**config.mk**
```make
export PLATFORM = sky130hd
export DESIGN_NAME = retire_free_list
export DESIGN_NICKNAME = d
export VERILOG_FILES = /design/src/rtl/retire_free_list.sv
export SDC_FILE = /design/constraint.sdc
export NUM_CORES = 1
export LEC_CHECK = 0
export ABC_CLOCK_PERIOD_IN_PS = 5400
export CAP_MARGIN = 20
export CORE_UTILIZATION = 60
export CTS_CLUSTER_DIAMETER = 50
export DETAILED_ROUTE_END_ITERATION = 6
export MAX_ROUTING_LAYER = met4
export PLACE_DENSITY = 0.94
export SLEW_MARGIN = 20
export SYNTH_ARGS = -nofsm -noshare
export SYNTH_HDL_FRONTEND = slang
export SYNTH_SLANG_ARGS = --single-unit
```
**constraint.sdc**
```tcl
create_clock -name clk -period 5.4 [get_ports clk]
set_input_delay 0.81 -clock clk [delete_from_list [all_inputs] [get_ports clk]]
set_output_delay 0.81 -clock clk [all_outputs]
set_load 0.01 [all_outputs]
```
**src/rtl/retire_free_list.sv**
```systemverilog
// Commit-side retirement RAT and physical-register free list.
// Commits recycle the displaced mapping; flush rewinds the speculative head to the retired head.
module retire_free_list #(
  parameter int NUM_REGS  = 64,
  parameter int ARCH_REGS = 32
) (
  input  logic                               clk,
  input  logic                               rst,
  input  logic                               commit_valid,
  input  logic [4:0]                         commit_arch_rd,
  input  logic [$clog2(NUM_REGS)-1:0]        commit_phys_rd,
  input  logic                               flush,
  input  logic                               alloc_req,
  output logic [$clog2(NUM_REGS)-1:0]        alloc_phys,
  output logic                               alloc_ok,
  output logic [$clog2(NUM_REGS)-1:0]        free_count,
  output logic [32*$clog2(NUM_REGS)-1:0]     rrat_flat
);

  localparam int W     = $clog2(NUM_REGS);
  localparam int DEPTH = NUM_REGS - 32;
  localparam int IW    = $clog2(DEPTH);
  localparam int PW    = IW + 1;

  // Handshake: rename sees alloc_phys/alloc_ok combinationally; a pop happens
  // on the edge where alloc_req && alloc_ok, otherwise alloc_req is ignored.

  logic [W-1:0]  rrat [ARCH_REGS];
  logic [W-1:0]  fifo [DEPTH];
  logic [PW-1:0] tail;
  logic [PW-1:0] spec_head;
  logic [PW-1:0] arch_head;

  logic          do_commit;
  logic          do_pop;
  logic [W-1:0]  old_phys;
  logic [PW-1:0] arch_head_nxt;
  logic [PW-1:0] fill;

  assign do_commit     = commit_valid && (commit_arch_rd != 5'd0);
  assign old_phys      = rrat[commit_arch_rd];
  assign arch_head_nxt = do_commit ? arch_head + PW'(1) : arch_head;

  assign alloc_ok   = (tail != spec_head) && !flush;
  assign do_pop     = alloc_req && alloc_ok;
  assign alloc_phys = fifo[spec_head[IW-1:0]];
  assign fill       = tail - spec_head;
  assign free_count = W'(fill);

  for (genvar i = 0; i < 32; i++) begin : g_flat
    assign rrat_flat[i*W +: W] = rrat[i];
  end

  always_ff @(posedge clk or negedge rst) begin
    if (!rst) begin
      for (int i = 0; i < ARCH_REGS; i++) rrat[i] <= W'(i);
      for (int k = 0; k < DEPTH; k++) fifo[k] <= W'(32 + k);
      tail      <= PW'(DEPTH);
      spec_head <= '0;
      arch_head <= '0;
    end else begin
      if (do_commit) begin
        rrat[commit_arch_rd]  <= commit_phys_rd;
        fifo[tail[IW-1:0]]    <= old_phys;
        tail                  <= tail + PW'(1);
      end
      arch_head <= arch_head_nxt;
      // Flush sees the same-cycle commit's retired head; pops are blocked by alloc_ok.
      if (flush)       spec_head <= arch_head_nxt;
      else if (do_pop) spec_head <= spec_head + PW'(1);
    end
  end

endmodule
```
# Word level (Yosys, flattened, before mapping)

Cells that the tools add are included.

Register bits: 402
Input bits: 16
Logic and storage cells: 103

Add/subtract/negate cells: 4
Magnitude comparators: 5
Eq/ne operators: 1
Muxes and demuxes: 15
Bitwise gates (word level): 3
Reduce and logical (&&, ||, !) cells: 8

Operators by type and width:

| kind                                                      | count |
|---|---|
| bitwise mux 192 bit                                       | 2 |
| binary-select mux 6 bit (select 5 bit)                    | 2 |
| demux 6 bit (select 5 bit)                                | 2 |
| two-way mux 6 bit                                         | 9 |
| adder 6 x 1 -> 6 bit (second input constant)              | 3 |
| greater-or-equal comparator 6 bit (second input constant) | 3 |
| NOT 5 -> 6 bit                                            | 3 |
| < comparator 6 x 1 -> 1 bit (second input constant)       | 2 |
| inequality test 6 bit                                     | 1 |
| subtractor 6 bit                                          | 1 |
| logical AND 1 bit                                         | 5 |
| nonzero test 5 bit                                        | 1 |
| nonzero test 2 bit                                        | 1 |
| zero test 1 bit                                           | 1 |

# Logic depth before layout (Yosys ltp)

Gate-level depths: netlist (run 1).

Depth in word-level cells: 6
Mapped depth: 12
Gate-level depth less buffers: 8

# Least setup slack after synthesis (run 1)

Ideal clock, no wire load.

Path type: reg2out
Start: register spec_head[1]
End: output free_count[5]
Arrival: 2497 ps
Data required time: 4590 ps
Slack: 2093 ps
Cell stages (with the launch flop): 10
Buffers on the path: 2
Cell sequence: dfrtp_1 -> clkbuf_1 -> buf_1 -> inv_1 -> ha_1 -> nor2b_1 -> o21ai_0 -> a21boi_0 -> or4_1 -> nand3_1

Longest elaborated chain between the ends: 1

Ends and longest elaborated chain:

| element                  | RTL line | RTL |
|---|---|---|
| start: declaration       | 31       | `logic [PW-1:0] spec_head;` |
| start signal: assignment | 69       | `if (flush) spec_head <= arch_head_nxt;` |
| start signal: assignment | 70       | `else if (do_pop) spec_head <= spec_head + PW'(1);` |
| subtractor 6 bit         | 47       | `assign fill = tail - spec_head;` |
| end: declaration         | 16       | `output logic [$clog2(NUM_REGS)-1:0] free_count,` |

No other way between the ends.

# Final worst setup path (run 1)

Start: register spec_head[1]
End: output alloc_phys[4]

Longest elaborated chain between the ends: 4

Ends and longest elaborated chain:

| element                                               | RTL line | RTL |
|---|---|---|
| NOT 5 -> 6 bit (implied by the code)                  | 46       | `assign alloc_phys = fifo[spec_head[IW-1:0]];` |
| binary-select mux 6 bit (select 5 bit)                | 46       |  |
| two-way mux 6 bit (implied by the code) (2 in series) | 46       |  |
| end: declaration                                      | 14       | `output logic [$clog2(NUM_REGS)-1:0] alloc_phys,` |

No other way between the ends. The select of a mux whose other input is x is not followed.

==> results of run 1 <==
sequential cells by signal, summed over array words and instances, names as in the netlist:
signal     cells
arch_head      6
fifo         192
rrat_flat    192
spec_head      6
tail           6
per-stage QoR:
stage / area (sq um) / utilization / setup slack, ns / cells
2_1_floorplan: 18800 / - / 2.09 / 1554
3_3_place_gp: 21100 / 0.688 / 1.52 / 2064
3_5_place_dp: 21100 / 0.688 / 1.41 / 2064
4_1_cts: 22500 / 0.735 / 1.30 / 2142
5_1_grt: 22500 / 0.734 / 1.17 / 2142
6_report: 22500 / 0.734 / 1.22 / 2142
logic make-up after synthesis:
logic type,count (synthesis),synth area share
flops,402,0.548
mux,349,0.231
compound gates,270,0.0790
xor+xnor,17,0.00792
simple gates,368,0.0915
fa+ha+maj,12,0.00839
buf+inv,136,0.0342
report_power, final:
group / total (uW) / switching (uW) / internal, uW
Clock: 2940 / 1240 / 1700
Combinational: 3740 / 1940 / 1800
Sequential: 4760 / 655 / 4100
Yosys cell counts, drive strengths merged (3+ instances only):
| library cell | number | area share |
|---|---|---|
| nand4 | 5 | 0.0017 |
| nand4bb | 6 | 0.0036 |
| nor3b | 3 | 0.0012 |
| nor4 | 6 | 0.0028 |
| xor2 | 6 | 0.0028 |
| o22ai | 48 | 0.016 |
| o21ai | 200 | 0.053 |
| or2 | 7 | 0.0023 |
| nand2 | 235 | 0.047 |
| nand3 | 43 | 0.011 |
| inv | 10 | 0.0020 |
| and3 | 6 | 0.0020 |
| mux2i | 112 | 0.060 |
| nor2 | 22 | 0.0044 |
| mux4 | 49 | 0.059 |
| clkbuf | 72 | 0.014 |
| nand4b | 3 | 0.0014 |
| nor2b | 6 | 0.0020 |
| a21oi | 3 | 0.00080 |
| mux2 | 188 | 0.11 |
| nor3 | 7 | 0.0027 |
| a32o | 5 | 0.0027 |
| a221oi | 5 | 0.0023 |
| xnor2 | 11 | 0.0051 |
| or4 | 8 | 0.0034 |
| dfstp | 193 | 0.27 |
| o311ai | 3 | 0.0014 |
| buf | 54 | 0.018 |
| ha | 11 | 0.0073 |
| dfrtp | 209 | 0.28 |
how the worst max path moves through the flow:
stage,end,slack [ns],cells past startpoint
detailed placement,fifo[91],1.41,7
floorplan,free_count[5],2.09,9
global route,alloc_phys[4],1.17,6
finish,alloc_phys[4],1.22,6
CTS,alloc_phys[4],1.30,6
global placement,fifo[138],1.52,7
worst register-to-register path: stages, from the launching register on:
cell     delay (ns)
dfrtp_1        0.39
mux2i_1        0.28
o22ai_1        0.18
or4_1          0.58
nor4_2         0.21
buf_4          0.39
o21ai_0        0.19
per-layer routing:
layer / up-vias / track usage
li1: 5896 / -
met1: 7118 / 0.433
met2: 904 / 0.580
met3: 231 / 0.0944
met4: 0 / 0.181
met5: - / -
placed cells by master (no fill, tap or decap), drive strengths merged, types with 22 or more instances in the layout:
master / synthesis / final
clkdlybuf4s50: 0 / 216
mux2i: 112 / 112
clkbuf: 72 / 61
o21ai: 200 / 200
mux4: 49 / 49
dfstp: 193 / 193
o22ai: 48 / 48
mux2: 188 / 188
dfrtp: 209 / 209
nor2: 22 / 22
nand3: 43 / 43
buf: 54 / 24
nand2: 235 / 235
final cells by class:
class,count,area share
Tap cell,396,0.0220
Multi-Input combinational cell,1016,0.350
Clock buffer,61,0.0530
Sequential cell,402,0.458
Timing Repair Buffer,240,0.106
Inverter,10,0.00167
Clock inverter,17,0.00972
==> impl_metrics.yaml, run 1 <==
global_route:
  grt_pass1_wl_um: 85000
  grt_pass1_vias: 14500
  grt_max_degree: 171
  grt_antenna_before_repair: 0
  grtUsageTotal: 0.365
  overflow: 0
floorplanning:
  die_h_um: 179
  dieArea_sq_um: 32000
  ios: 221
  fp.dieW_um: 179
  core_sq_um: 30700
  rows: 64
  start_util: 0.613
clock_tree:
  clk_pin_slew_worst_paths_ns: 0.07
  clockRootBuffer: "clkbuf_16"
  post_cts_buffers: 0
  insertion_delay_ns: 0.56
  ctsHoldBuffers: 0
  clock_path_buffers: 3
  htreeDepth: 2
  tritoncts: "done"
  cts.sinks: 402
  cts_resized: 0
  cts_buffers: 42
setup_path:
  rr_worst_depth: 6
  crit_fanout: 44
  slowest_delay_ns: 0.65
  rrSetupSlack_ns: 3.03
  critical_path_class: "reg -> out"
  critical_path.cell_chain: "buf_4, mux4_2, nand2_1, a32o_1, a221oi_1, clkdlybuf4s50_1"
  end_kind: "output pin"
  r2r_end: "fifo[67]"
  critical_path.slowest_cell: "clkdlybuf4s50_1"
  arrival_ns: 3.37
  path_buf_inv: 2
  reg2reg_from: "rrat_flat[175]"
  crit_required_ns: 4.59
  worstSetupStartpoint: "spec_head[1]"
  cpLargestDelayFamily: "buffers and inverters"
  start_kind: "flip-flop"
synth:
  ys.warnings.count: 0
  synthCells: 1554
  synthFlopType: "dfrtp_1"
  syn_nets: 1582
  netlist_area_sq_um: 18800
  async_flop_share: 1.00
  synth_edf_count: 0
  ys_seq_area_frac: 0.548
  synth_area_per_cell_sq_um: 12.1
  ys_seq_elements: 402
  synth.distinct_cells: 53
layout:
  diodes: 0
  finalNetCount: 1740
  layout-drive-gt1-share: 0.309
  multiInputGateArea_sq_um: 7880
  nFillCells: 1757
  seqCellArea_sq_um: 10300
  layout-area-overhead-vs-synth_pct: 19.8
sta:
  slew_headroom: 0.344
  final_hold_viol_count: 0
  max_freq_mhz: 239
  hold_ws_ns: 0.220
  clock_skew_ns: 0.0246
  rsz0062_at_grt: "false"
  setup-violations-final: 0
  setup-tns-final_ns: 0
  fin_crit_sh: 0.775
  period_minus_slack_ns: 4.18
  slew_violations: 0
  worst_pin_slew_ns: 0.984
routing:
  dr.max_layer_used: "met4"
  wl_met2_um: 26700
  dr_wl_met3_um: 5670
  routed_wl_um: 55100
  drt-met1-wl_um: 19600
  route.detailed.drc: 0
  vias: 14100
  post_drt_wl_per_cell_um: 25.7
  viasPerCell: 6.61
  postRouteAntennaNets: 0
  drtIter0Drc: 1708
  first_pass_iters: 6
placed_design:
  gp_congestion: 0.872
  dp_hpwl_um: 34700
  port_buffers: 220
pwr:
  p_per_area_nw_per_um2: 508
  power_uw: 11400
  irDropWorstVdd_mv: 0.350
  p_leak_uw: 0.00927
status:
  status: "finished clean"
flow_run:
  cap_violations: 0
hold_path:
  hold_class: "in -> async"
(Power assumes the default switching activity.)
==> run 2, diff against run 1 <==
--- a/config.mk
+++ b/config.mk
@@ -5,13 +5,13 @@
 export SDC_FILE = /design/constraint.sdc
 export NUM_CORES = 1
 export LEC_CHECK = 0
-export ABC_CLOCK_PERIOD_IN_PS = 5400
+export ABC_CLOCK_PERIOD_IN_PS = 3500
 export CAP_MARGIN = 20
-export CORE_UTILIZATION = 60
+export CORE_UTILIZATION = 51
 export CTS_CLUSTER_DIAMETER = 50
 export DETAILED_ROUTE_END_ITERATION = 6
 export MAX_ROUTING_LAYER = met4
-export PLACE_DENSITY = 0.94
+export PLACE_DENSITY = 0.86
 export SLEW_MARGIN = 20
 export SYNTH_ARGS = -nofsm -noshare
 export SYNTH_HDL_FRONTEND = slang
==> constraint.sdc (replaced) <==
create_clock -name clk -period 3.5 [get_ports clk]
set_input_delay 0.525 -clock clk [delete_from_list [all_inputs] [get_ports clk]]
set_output_delay 0.525 -clock clk [all_outputs]
set_load 0.01 [all_outputs]
==> impl_metrics.yaml, run 2 (same netlist as run 1, synthesis figures left out) <==
sta:
  fin_crit_sh: 0.974
  hold_ws_ns: 0.0249
  final_hold_viol_count: 0
  slew_violations: 0
  slew_headroom: 0.483
  max_freq_mhz: 293
  setup-violations-final: 0
  clock_skew_ns: 0.0340
  period_minus_slack_ns: 3.41
  worst_pin_slew_ns: 0.775
floorplanning:
  start_util: 0.523
  die_h_um: 194
  rows: 69
  core_sq_um: 35900
  ios: 221
  fp.dieW_um: 194
  dieArea_sq_um: 37600
routing:
  route.detailed.drc: 0
  post_drt_wl_per_cell_um: 24.4
  postRouteAntennaNets: 0
  first_pass_iters: 7
  viasPerCell: 6.19
  drtIter0Drc: 1390
  vias: 13900
  routed_wl_um: 54900
setup_path:
  critical_path_class: "reg -> out"
  arrival_ns: 2.88
  start_kind: "flip-flop"
  crit_required_ns: 2.97
  crit_fanout: 6
  end_kind: "output pin"
clock_tree:
  clock_path_buffers: 3
  clk_pin_slew_worst_paths_ns: 0.06
  ctsHoldBuffers: 0
  cts.sinks: 402
  tritoncts: "done"
  htreeDepth: 2
  insertion_delay_ns: 0.57
  clockRootBuffer: "clkbuf_16"
  cts_buffers: 45
pwr:
  irDropWorstVdd_mv: 0.416
  p_per_area_nw_per_um2: 790
  p_leak_uw: 0.00964
layout:
  final_cell_mix: "nand2_1, clkdlybuf4s50_1, dfrtp_1"
  layout-drive-gt1-share: 0.335
  finalNetCount: 1785
  layout-area-overhead-vs-synth_pct: 23.6
  mostFrequentLayoutCell: "nand2_1"
  diodes: 0
  finish.utilization: 0.647
placed_design:
  port_buffers: 220
  gp_congestion: 0.906
  dp_hpwl_um: 36700
hold_path:
  hold_class: "in -> async"
global_route:
  grt_pass1_vias: 14500
  overflow: 0
  grt_pass1_wl_um: 85000
  grt_antenna_before_repair: 0
  grtUsageTotal: 0.301
  grt_max_degree: 97
status:
  status: "finished clean"
flow_run:
  cap_violations: 0
-- run 2: cell count changes in the layout (fill, tap and decap cells not counted), moves of 3 or more --
cell / before / now
a221oi_1: 5 / 2
dlymetal6s2s_1: 0 / 3
inv_6: 1 / 5
clkbuf_16: 43 / 47
clkbuf_1: 13 / 10
buf_12: 3 / 9
clkdlybuf4s50_1: 216 / 213
clkbuf_8: 5 / 8
a221oi_2: 0 / 3
buf_4: 17 / 54
-- run 2: stage by stage --
| step | power (uW) | cells | worst slack (ns) | area, sq um | setup TNS [ns] |
|---|---|---|---|---|---|
| after detailed placement | 13000 | 2157 | 0.122 | 21500 | 0 |
| final | 18300 | 2255 | 0.0918 | 23200 | 0 |
| after global placement | 12700 | 2157 | 0.206 | 21500 | 0 |
| after CTS | 18200 | 2244 | -0.00233 | 23100 | -0.00233 |
| after floorplan | 10300 | 1554 | 0.478 | 18800 | 0 |
| after global routing | 19100 | 2255 | -0.00791 | 23200 | -0.00791 |
-- run 2: routing by layer --
layer,track usage,share of wire,vias up
met5,-,0,-
met4,0.113,0.036,0
met3,0.0837,0.10,146
met2,0.487,0.49,700
met1,0.358,0.37,7120
li1,-,-,5982
-- run 2: final cells by class --
cell class	count	area (sq um)
tap	461	577
clock inverter	19	251
multi-input combinational	1016	7920
inverter	10	40.0
sequential	402	10300
timing repair buffer	282	2810
fill	2529	12700
clock buffer	65	1320
-- run 2: where the power goes --
| group | total [uW] | internal, uW | switching, uW | leakage, uW |
|---|---|---|---|---|
| combinational | 6030 | 3020 | 3010 | 0.00413 |
| sequential | 7340 | 6330 | 1010 | 0.00474 |
| clock | 4980 | 3020 | 1960 | 0.000770 |
-- run 2: critical path, stage by stage (launching register included) --
cell,delay (ns)
dfrtp_2,0.46
ha_1,0.32
nor2b_1,0.15
o21ai_2,0.16
a21boi_1,0.12
or4_1,0.47
nand3_1,0.11
clkdlybuf4s50_1,0.54
-- run 2: final timing paths --
| kind | startpoint | to | slack, ns | cells past startpoint |
|---|---|---|---|---|
| worst min register to register | rrat_flat[3] | rrat_flat[3] | 0.42 | 0 |
| worst min-delay path | rst | fifo[69] | 0.02 | 1 |
| max in group asynchronous | rst | rrat_flat[90] | 2.52 | 2 |
| min in group clk | rrat_flat[3] | rrat_flat[3] | 0.42 | 0 |
| worst max-delay path | tail[1] | free_count[5] | 0.09 | 7 |
| worst max register to register | rrat_flat[71] | fifo[95] | 1.05 | 6 |
-- run 2: timing repair --
| action | CTS | global route |
|---|---|---|
| gates resized for setup | 5 | 13 |
| gates cloned | 1 | 0 |
| setup buffers | 2 | 11 |
| setup endpoints to repair | 1 | 5 |
==> run 3, diff against run 2 <==
--- a/config.mk
+++ b/config.mk
@@ -7,11 +7,13 @@
 export LEC_CHECK = 0
 export ABC_CLOCK_PERIOD_IN_PS = 3500
 export CAP_MARGIN = 20
-export CORE_UTILIZATION = 51
+export CELL_PAD_IN_SITES_DETAIL_PLACEMENT = 0
+export CELL_PAD_IN_SITES_GLOBAL_PLACEMENT = 1
+export CORE_UTILIZATION = 41
 export CTS_CLUSTER_DIAMETER = 50
 export DETAILED_ROUTE_END_ITERATION = 6
 export MAX_ROUTING_LAYER = met4
-export PLACE_DENSITY = 0.86
+export PLACE_DENSITY = 0.85
 export SLEW_MARGIN = 20
 export SYNTH_ARGS = -nofsm -noshare
 export SYNTH_HDL_FRONTEND = slang
==> impl_metrics.yaml, run 3 (same netlist as run 1, synthesis figures left out) <==
clock_tree:
  insertion_delay_ns: 0.55
  tritoncts: "done"
  ctsHoldBuffers: 0
  clockRootBuffer: "clkbuf_16"
  htreeDepth: 2
  cts_buffers: 44
  cts.sinks: 402
  clk_pin_slew_worst_paths_ns: 0.06
  clock_path_buffers: 3
setup_path:
  worstSetupStartpoint: "spec_head[0]"
  crit_required_ns: 2.97
  crit_fanout: 19
  critical_path_class: "reg -> out"
  slowest_delay_ns: 0.61
  end_kind: "output pin"
  reg2reg_from: "rrat_flat[167]"
  critical_path.cell_chain: "buf_12, mux4_2, nand2_1, a32o_1, a221oi_2, clkdlybuf4s50_1"
  critical_path.slowest_cell: "clkdlybuf4s50_1"
  start_kind: "flip-flop"
  arrival_ns: 2.89
layout:
  final_cell_mix: "nand2_1, clkdlybuf4s50_1, dfrtp_1"
  layout-area-overhead-vs-synth_pct: 24.2
  mostFrequentLayoutCell: "nand2_1"
  layout-drive-gt1-share: 0.331
  diodes: 0
  final_cells: 2385
  nFillCells: 3934
  finalNetCount: 1779
pwr:
  p_sw_frac: 0.325
  p_per_area_nw_per_um2: 775
  seq_power_share: 0.402
  p_comb_frac: 0.325
  clkPwrFrac: 0.273
  intPower_uw: 12200
  irDropWorstVdd_mv: 0.808
  p_leak_uw: 0.00964
  switchingPower_uw: 5890
sta:
  fin_crit_sh: 0.976
  clock_skew_ns: 0.0177
  max_freq_mhz: 293
  slew_headroom: 0.430
  period_minus_slack_ns: 3.42
  setup-tns-final_ns: 0
  worst_pin_slew_ns: 0.854
  final_hold_viol_count: 0
  slew_violations: 0
  rsz0062_at_grt: "false"
  setup-violations-final: 0
routing:
  dr.max_layer_used: "met4"
  route.detailed.drc: 0
  drtIter0Drc: 839
  post_drt_wl_per_cell_um: 22.5
  routed_wl_um: 53700
  viasPerCell: 5.55
  vias: 13200
  drt-met1-wl_um: 22800
  first_pass_iters: 5
  wl_met2_um: 25400
  postRouteAntennaNets: 0
  dr_wl_met3_um: 4220
floorplanning:
  core_sq_um: 45300
  dieArea_sq_um: 46700
  die_h_um: 216
  rows: 78
  fp.dieW_um: 216
  start_util: 0.415
  ios: 221
global_route:
  grt_antenna_before_repair: 0
  overflow: 0
  grt_pass1_wl_um: 84400
  grtUsageTotal: 0.241
  grt_max_degree: 102
  grt_pass1_vias: 13900
placed_design:
  gp_congestion: 0.912
  dp.cells: 2304
  dp_hpwl_um: 36900
  port_buffers: 220
status:
  status: "finished clean"
flow_run:
  cap_violations: 0
hold_path:
  hold_class: "in -> async"
-- run 3: changes by cell type in the layout (fill, tap and decap cells not counted), moves of 4 or more --
cell / previous run / this run
clkbuf_1: 10 / 5
buf_4: 54 / 45
inv_6: 5 / 1
clkinv_2: 5 / 9
-- run 3: worst paths after layout --
check | end | slack [ns] | cells past startpoint
worst max register to register | fifo[191] | 0.91 | 6
worst min-delay path | fifo[170] | 0.06 | 1
max in group asynchronous | fifo[56] | 2.51 | 2
worst max-delay path | alloc_phys[2] | 0.08 | 6
min in group clk | rrat_flat[0] | 0.41 | 0
worst min register to register | rrat_flat[0] | 0.41 | 0
-- run 3: metal layers --
layer / vias up / GRT usage
met4: 0 / 0.0664
li1: 5968 / -
met1: 6770 / 0.314
met2: 436 / 0.372
met3: 72 / 0.0611
met5: - / -
-- run 3: metrics by stage --
step,util,power [uW],instance area [sq um],worst slack (ns),hold slack [ns]
floorplan,-,10300,18800,0.478,0.229
global placement,0.480,13000,21800,0.0668,0.391
detailed placement,0.480,13200,21800,0.0215,0.389
CTS,0.515,18200,23300,0.0122,0.0755
global route,0.515,19000,23300,0.0202,0.102
finish,0.515,18100,23300,0.0835,0.0573
-- run 3: power by group through the flow --
stage / clock network, uW / registers (uW) / logic [uW]
floorplan: 0 / 7170 / 3180
global placement: 0 / 7260 / 5750
detailed placement: 0 / 7330 / 5850
CTS: 5030 / 7260 / 5920
global route: 5200 / 7430 / 6340
finish: 4940 / 7270 / 5870
-- run 3: final cells by class --
| class | instances | area (sq um) | area share |
|---|---|---|---|
| clock buffers | 59 | 1270 | 0.0544 |
| clock inverters | 21 | 280 | 0.0120 |
| inverters | 10 | 37.5 | 0.00161 |
| multi-input cells | 1016 | 7900 | 0.338 |
| flip-flops and latches | 402 | 10300 | 0.442 |
| well taps | 600 | 751 | 0.0322 |
| repair buffers | 277 | 2800 | 0.120 |
-- run 3: worst max-delay path, delay by kind of cell, from the launching register on --
family	cells	cell delay, ns
muxes	1	0.33
DFF	1	0.53
and+or+nand+nor	1	0.08
AOI/OAI and AO/OA	2	0.59
buffers and inverters	2	0.81
-- run 3: what timing repair did --
item	CTS	global route
resized for setup	8	6
pin swaps	0	0
hold endpoints to repair	0	0
setup buffers	1	0
setup endpoints to repair	6	5
